--- src/rtl/conv_window_scheduler.sv ---
// Buffers one IMG_H x IMG_W feature map plus a 3x3 weight set, then streams every valid
// 3x3 window (stride 1) to the MAC engine and counts results. `TAP_GATE_EN adds tap_en.
module conv_window_scheduler #(
    parameter int IMG_W = 7,
    parameter int IMG_H = 7,
    parameter int DW    = 8
) (
    input  logic            clk,
    input  logic            rst,
    input  logic            start,
    input  logic            pix_valid,
    input  logic [DW-1:0]   pix_data,
    output logic            pix_ready,
    input  logic            wgt_load,
    input  logic [9*DW-1:0] wgt_data,
    output logic            win_valid,
    input  logic            win_ready,
    output logic [9*DW-1:0] win_data,
    output logic            w_valid,
    output logic [9*DW-1:0] w_data,
    input  logic            res_valid,
    output logic            busy,
    output logic            done,
    output logic            err
`ifdef TAP_GATE_EN
    ,
    output logic [8:0]      tap_en
`endif
);

    localparam int N_PIX = IMG_W * IMG_H;
    localparam int N_OUT = (IMG_W - 2) * (IMG_H - 2);
    localparam int PCW   = $clog2(N_PIX + 1);
    localparam int OCW   = $clog2(N_OUT + 1);
    localparam int AW    = $clog2(N_PIX);
    localparam int CW    = $clog2(IMG_W);

    localparam logic [PCW-1:0] N_PIX_C    = PCW'(N_PIX);
    localparam logic [OCW-1:0] N_OUT_C    = OCW'(N_OUT);
    localparam logic [OCW-1:0] LAST_WIN_C = OCW'(N_OUT - 1);
    localparam logic [CW-1:0]  LAST_COL_C = CW'(IMG_W - 3);

    typedef enum logic [2:0] {S_IDLE, S_LOAD, S_ISSUE, S_DRAIN, S_DONE} state_t;

    state_t            state_q, state_d;
    logic [PCW-1:0]    pix_cnt_q, pix_cnt_d;
    logic [OCW-1:0]    win_cnt_q, win_cnt_d;
    logic [OCW-1:0]    res_cnt_q, res_cnt_d;
    logic [AW-1:0]     base_q, base_d;
    logic [CW-1:0]     col_q, col_d;
    logic              wgt_ok_q, wgt_ok_d;
    logic              err_q, err_d;
    logic              w_valid_q, w_valid_d;
    logic [9*DW-1:0]   w_data_q, w_data_d;
    logic              win_valid_q, win_valid_d;
    logic [9*DW-1:0]   win_data_q, win_data_d;

    logic [DW-1:0]     pix_mem [N_PIX];
    logic [AW-1:0]     nxt_base, rd_base;
    logic [CW-1:0]     nxt_col;
    logic [9*DW-1:0]   win_taps;
    logic [9*DW-1:0]   wgt_next;

    always_ff @(posedge clk) begin
        if (pix_valid && pix_ready) begin
            pix_mem[pix_cnt_q[AW-1:0]] <= pix_data;
        end
    end

    // base_q is the raster address of the window's top-left tap; wrapping a row skips the
    // two columns that cannot start a window.
    always_comb begin
        if (col_q == LAST_COL_C) begin
            nxt_col  = '0;
            nxt_base = base_q + AW'(3);
        end else begin
            nxt_col  = col_q + CW'(1);
            nxt_base = base_q + AW'(1);
        end
        rd_base = win_valid_q ? nxt_base : base_q;
    end

    for (genvar gi = 0; gi < 9; gi++) begin : g_tap
        localparam int OFF = (gi / 3) * IMG_W + (gi % 3);
        assign win_taps[DW*gi +: DW] = pix_mem[rd_base + AW'(OFF)];
    end

    assign wgt_next = (state_q == S_LOAD && wgt_load) ? wgt_data : w_data_q;

`ifdef TAP_GATE_EN
    logic [8:0] tap_en_q, tap_en_d;
    logic [8:0] w_nz;
    for (genvar gi = 0; gi < 9; gi++) begin : g_nz
        assign w_nz[gi] = |wgt_next[DW*gi +: DW];
    end
    assign tap_en = tap_en_q;
`endif

    always_comb begin
        state_d     = state_q;
        pix_cnt_d   = pix_cnt_q;
        win_cnt_d   = win_cnt_q;
        res_cnt_d   = res_cnt_q;
        base_d      = base_q;
        col_d       = col_q;
        wgt_ok_d    = wgt_ok_q;
        err_d       = err_q;
        w_valid_d   = 1'b0;
        w_data_d    = w_data_q;
        win_valid_d = win_valid_q;
        win_data_d  = win_data_q;
`ifdef TAP_GATE_EN
        tap_en_d    = tap_en_q;
`endif
        if ((state_q == S_ISSUE || state_q == S_DRAIN) && res_valid) begin
            if (res_cnt_q == N_OUT_C) err_d = 1'b1;
            else                      res_cnt_d = res_cnt_q + OCW'(1);
        end
        case (state_q)
            S_IDLE: begin
                if (start) begin
                    pix_cnt_d = '0;
                    win_cnt_d = '0;
                    res_cnt_d = '0;
                    base_d    = '0;
                    col_d     = '0;
                    wgt_ok_d  = 1'b0;
                    err_d     = 1'b0;
                    state_d   = S_LOAD;
                end
            end
            S_LOAD: begin
                if (pix_valid && pix_ready) pix_cnt_d = pix_cnt_q + PCW'(1);
                if (wgt_load) wgt_ok_d = 1'b1;
                w_data_d = wgt_next;
                if (pix_cnt_q == N_PIX_C && wgt_ok_q) begin
                    state_d   = S_ISSUE;
                    w_valid_d = 1'b1;
`ifdef TAP_GATE_EN
                    tap_en_d  = w_nz;
`endif
                end
            end
            S_ISSUE: begin
`ifdef TAP_GATE_EN
                // All-zero weights: the engine output is known, so skip the whole pass.
                if (!win_valid_q && wgt_ok_q && tap_en_q == 9'd0) begin
                    res_cnt_d = N_OUT_C;
                    state_d   = S_DONE;
                end else
`endif
                if (!win_valid_q) begin
                    win_valid_d = 1'b1;
                    win_data_d  = win_taps;
                end else if (win_ready) begin
                    win_cnt_d = win_cnt_q + OCW'(1);
                    if (win_cnt_q == LAST_WIN_C) begin
                        win_valid_d = 1'b0;
                        state_d     = S_DRAIN;
                    end else begin
                        base_d     = nxt_base;
                        col_d      = nxt_col;
                        win_data_d = win_taps;
                    end
                end
            end
            S_DRAIN: begin
                if (res_cnt_q == N_OUT_C) state_d = S_DONE;
            end
            S_DONE:  state_d = S_IDLE;
            default: state_d = S_IDLE;
        endcase
    end

    always_ff @(posedge clk or posedge rst) begin
        if (rst) begin
            state_q     <= S_IDLE;
            pix_cnt_q   <= '0;
            win_cnt_q   <= '0;
            res_cnt_q   <= '0;
            base_q      <= '0;
            col_q       <= '0;
            wgt_ok_q    <= 1'b0;
            err_q       <= 1'b0;
            w_valid_q   <= 1'b0;
            w_data_q    <= '0;
            win_valid_q <= 1'b0;
            win_data_q  <= '0;
`ifdef TAP_GATE_EN
            tap_en_q    <= '0;
`endif
        end else begin
            state_q     <= state_d;
            pix_cnt_q   <= pix_cnt_d;
            win_cnt_q   <= win_cnt_d;
            res_cnt_q   <= res_cnt_d;
            base_q      <= base_d;
            col_q       <= col_d;
            wgt_ok_q    <= wgt_ok_d;
            err_q       <= err_d;
            w_valid_q   <= w_valid_d;
            w_data_q    <= w_data_d;
            win_valid_q <= win_valid_d;
            win_data_q  <= win_data_d;
`ifdef TAP_GATE_EN
            tap_en_q    <= tap_en_d;
`endif
        end
    end

    assign pix_ready = (state_q == S_LOAD) && (pix_cnt_q < N_PIX_C);
    assign busy      = (state_q != S_IDLE);
    assign done      = (state_q == S_DONE);
    assign err       = err_q;
    assign w_valid   = w_valid_q;
    assign w_data    = w_data_q;
    assign win_valid = win_valid_q;
    assign win_data  = win_data_q;

endmodule
--- config.mk ---
export PLATFORM = sky130hd
export DESIGN_NAME = conv_window_scheduler
export DESIGN_NICKNAME = d
export VERILOG_FILES = /design/src/rtl/conv_window_scheduler.sv
export SDC_FILE = /design/constraint.sdc
export NUM_CORES = 2
export LEC_CHECK = 0
export ABC_AREA = 1
export CAP_MARGIN = 25
export CORE_MARGIN = 8
export CORE_UTILIZATION = 60
export CTS_BUF_LIST = sky130_fd_sc_hd__clkbuf_8
export DETAILED_ROUTE_END_ITERATION = 6
export DONT_BUFFER_PORTS = 1
export PLACE_DENSITY = 0.79
export SLEW_MARGIN = 20
export SYNTH_ARGS = -nofsm -noshare
export SYNTH_HDL_FRONTEND = slang
export SYNTH_SLANG_ARGS = --single-unit
--- constraint.sdc ---
create_clock -name clk -period 5.5 [get_ports clk]
set_clock_uncertainty 0.15 [all_clocks]
set_input_delay 0.825 -clock clk [delete_from_list [all_inputs] [get_ports clk]]
set_output_delay 0.825 -clock clk [all_outputs]
set_load 0.01 [all_outputs]
==> reports/results.tsv <==
metric	value	unit
dp_hpwl	110000	um
yosysTopAreaCell	edfxtp_1	
worst_setup_path_end_kind	flop	
nNetsFinal	5221	
synth-seq-cells	568	
firstDrtPassIters	7	
r2r_start	col_q[0]	
report.final.slew_viol_count	0	
drc	3	
cp_max_fo	61	
clk_latency	0.75	ns
synth.net_count	5370	
grt_pass1_wl	224000	um
seq_area_frac_synth	44.4	%
cts_root_buffer	clkbuf_8	
timing.final.crit_share	85.0	%
numCtsBuffers	94	
fmax	214	MHz
async_flop_share	31.0	%
syn_area	36400	um2
cp_top_family	simple AND/OR/NAND/NOR gates	
cpPeakStageDelay	0.48	ns
startpoint_type	flop	
drv_cap	0	
wl_per_cell	25.9	um
synth_cell_types	34	
crit_buf_inv	6	
gp_congestion	1.16	
synth_area_per_cell	6.92	um2
status	finished, violations left	
cts_tree	yes	
worstPathCellList	inv_1 > ha_1 > nand2_1 > inv_1 > fa_1 > inv_1 > nand2_1 > nand2_4 > inv_6 > ha_4 > inv_2 > buf_12 > nand3_1 > nand2_1 > nand2_1 > nand2_1 > nand2_1 > nand3_1 > nand3_1 > nand3_1 > nand2_1	
path_class	flop to flop	
grtUsageTotal	43.3	%
die_w	262	um
yosysWarnings	0	
finalHoldViolCount	0	
core.rowCount	90	
die_y	262	um
violations	design-rule violations	
slew_headroom	23.9	%
holdCritPathClass	primary input to flop	
syn_to_final_growth	6.67	%
grt_pass1_vias	33700	
vias_per_cell	6.32	
htreeDepth	3	
antenna_found_initial	4	
drt_iter0_drc	6778	
clk_pin_slew	0.06	ns
crit_path_frequent_cell	nand2_1	
whs	0.0319	ns
worst_pin_slew	1.14	ns
cp-startpoint	col_q[0]	
cpMaxStageDelayCell	fa_1	
final_core_util	64.5	%
vias	37800	
min_period	4.68	ns
drive_gt1_share	6.26	%
fillers	5366	
synth_edf_count	392	
min_from	pix_data[4]	
drtAntennaViolNets	0	
cts_buffer_depth	3	
final.setup.tns	0	ns
syn_inst	5266	
synth.area.top_cells	edfxtp_1 32%, nand2_1 25%, nand3_1 16%	
grt_max_degree	193	
crit_arrival	5.14	ns
synth_top_flop_cell	edfxtp_1	
portBuffers	0	
start_util	60.5	%
setup_viol	0	
wl	155000	um
crit_required	5.96	ns
ios	237	
coreArea	60200	um2
grt_overflow	0	
die_area	68900	um2
cts_sinks	568	
rsz0062_at_grt	false	
synth_top_area_share	32.3	%
[metal layers]
layer | vias up | share of wire [%] | wire, um | global-route usage [%]
met5 | - | 0.017 | 27 | 0
met4 | 4 | 5.6 | 8630 | 19.4
met3 | 540 | 18 | 27600 | 18.1
met2 | 3120 | 40 | 62400 | 60.8
met1 | 17300 | 36 | 56100 | 58.0
li1 | 16800 | - | - | -
[cell type report]
type | count | area (um2) | share of cell area, %
Tap cell | 782 | 978 | 2.52
Multi-Input combinational cell | 3999 | 17600 | 45.2
Antenna cell | 1 | 2.50 | 0.00644
Inverter | 380 | 1440 | 3.69
Clock buffer | 109 | 1500 | 3.86
Timing Repair Buffer | 74 | 696 | 1.79
Sequential cell | 568 | 16200 | 41.6
Clock inverter | 65 | 493 | 1.27
[state kept, by name, indices dropped and copies added, names as in the netlist]
name / flops
base_q: 6
win_data: 72
w_valid: 1
err: 1
res_cnt_q: 5
win_valid: 1
pix_mem: 392
col_q: 3
w_data: 72
wgt_ok_q: 1
state_q: 3
win_cnt_q: 5
pix_cnt_q: 6
[Yosys cell counts, drive strengths merged, types with 5 or more instances]
| master | count |
|---|---|
| o22ai | 7 |
| o21ai | 150 |
| a21oi | 9 |
| edfxtp | 392 |
| o211ai | 10 |
| ha | 16 |
| nor3 | 8 |
| nor2 | 154 |
| nand4 | 13 |
| mux2 | 72 |
| dfrtp | 176 |
| xnor2 | 5 |
| buf | 154 |
| clkbuf | 165 |
| nand2 | 2414 |
| inv | 377 |
| nand3 | 1129 |
[cells in the final DEF (no fill, tap or decap), drive strengths merged, types with 3 or more instances in the layout]
cell	n
nand4	13
clkbuf	109
nand2	2414
dfrtp	176
ha	16
buf	73
o22ai	7
edfxtp	392
inv	407
nor3	8
mux2	72
clkinvlp	3
xor2	3
o21ai	150
nand3	1129
clkinv	30
nor2	154
a21oi	9
o211ai	10
bufinv	5
xnor2	5
[cells by family (layout without fill, tap and decap cells)]
logic type / count (synthesis) / in the layout / share of synthesized area, %
buf+inv: 699 / 628 / 7.58
fa+ha+maj: 17 / 17 / 0.604
xor+xnor: 8 / 8 / 0.192
simple gates: 3720 / 3720 / 42.4
compound gates: 182 / 182 / 2.64
other cells: 0 / 1 / 0
flops: 568 / 568 / 44.4
mux: 72 / 72 / 2.23
[path summary, 6_finish.rpt]
| kind | end | slack [ns] | cells past startpoint |
|---|---|---|---|
| worst max-delay path | win_data[57] | 0.82 | 21 |
| worst min-delay path | pix_mem[18][4] | 0.03 | 0 |
| worst max register to register | win_data[57] | 0.82 | 21 |
| worst min register to register | win_cnt_q[3] | 0.36 | 1 |
| max in group asynchronous | w_data[1] | 4.32 | 2 |
| min in group asynchronous | win_valid | 0.10 | 2 |
[repair_timing]
action / in CTS / in global routing
gates resized for setup: 0 / 0
hold buffers: 1 / 0
hold endpoints to repair: 1 / 0
setup buffers: 0 / 0
[through the flow]
step | area, um2 | setup WS (ns) | std cells
3_3_place_gp | 36800 | 1.19 | 5798
6_report | 38900 | 0.823 | 5978
3_5_place_dp | 36800 | 1.12 | 5798
2_1_floorplan | 36400 | 1.55 | 5266
5_1_grt | 38900 | 0.720 | 5978
4_1_cts | 38800 | 1.10 | 5973
Power is left out: the tool's default activity adds up to more than one toggle a clock period on the data nets, which glitch-free logic cannot reach.
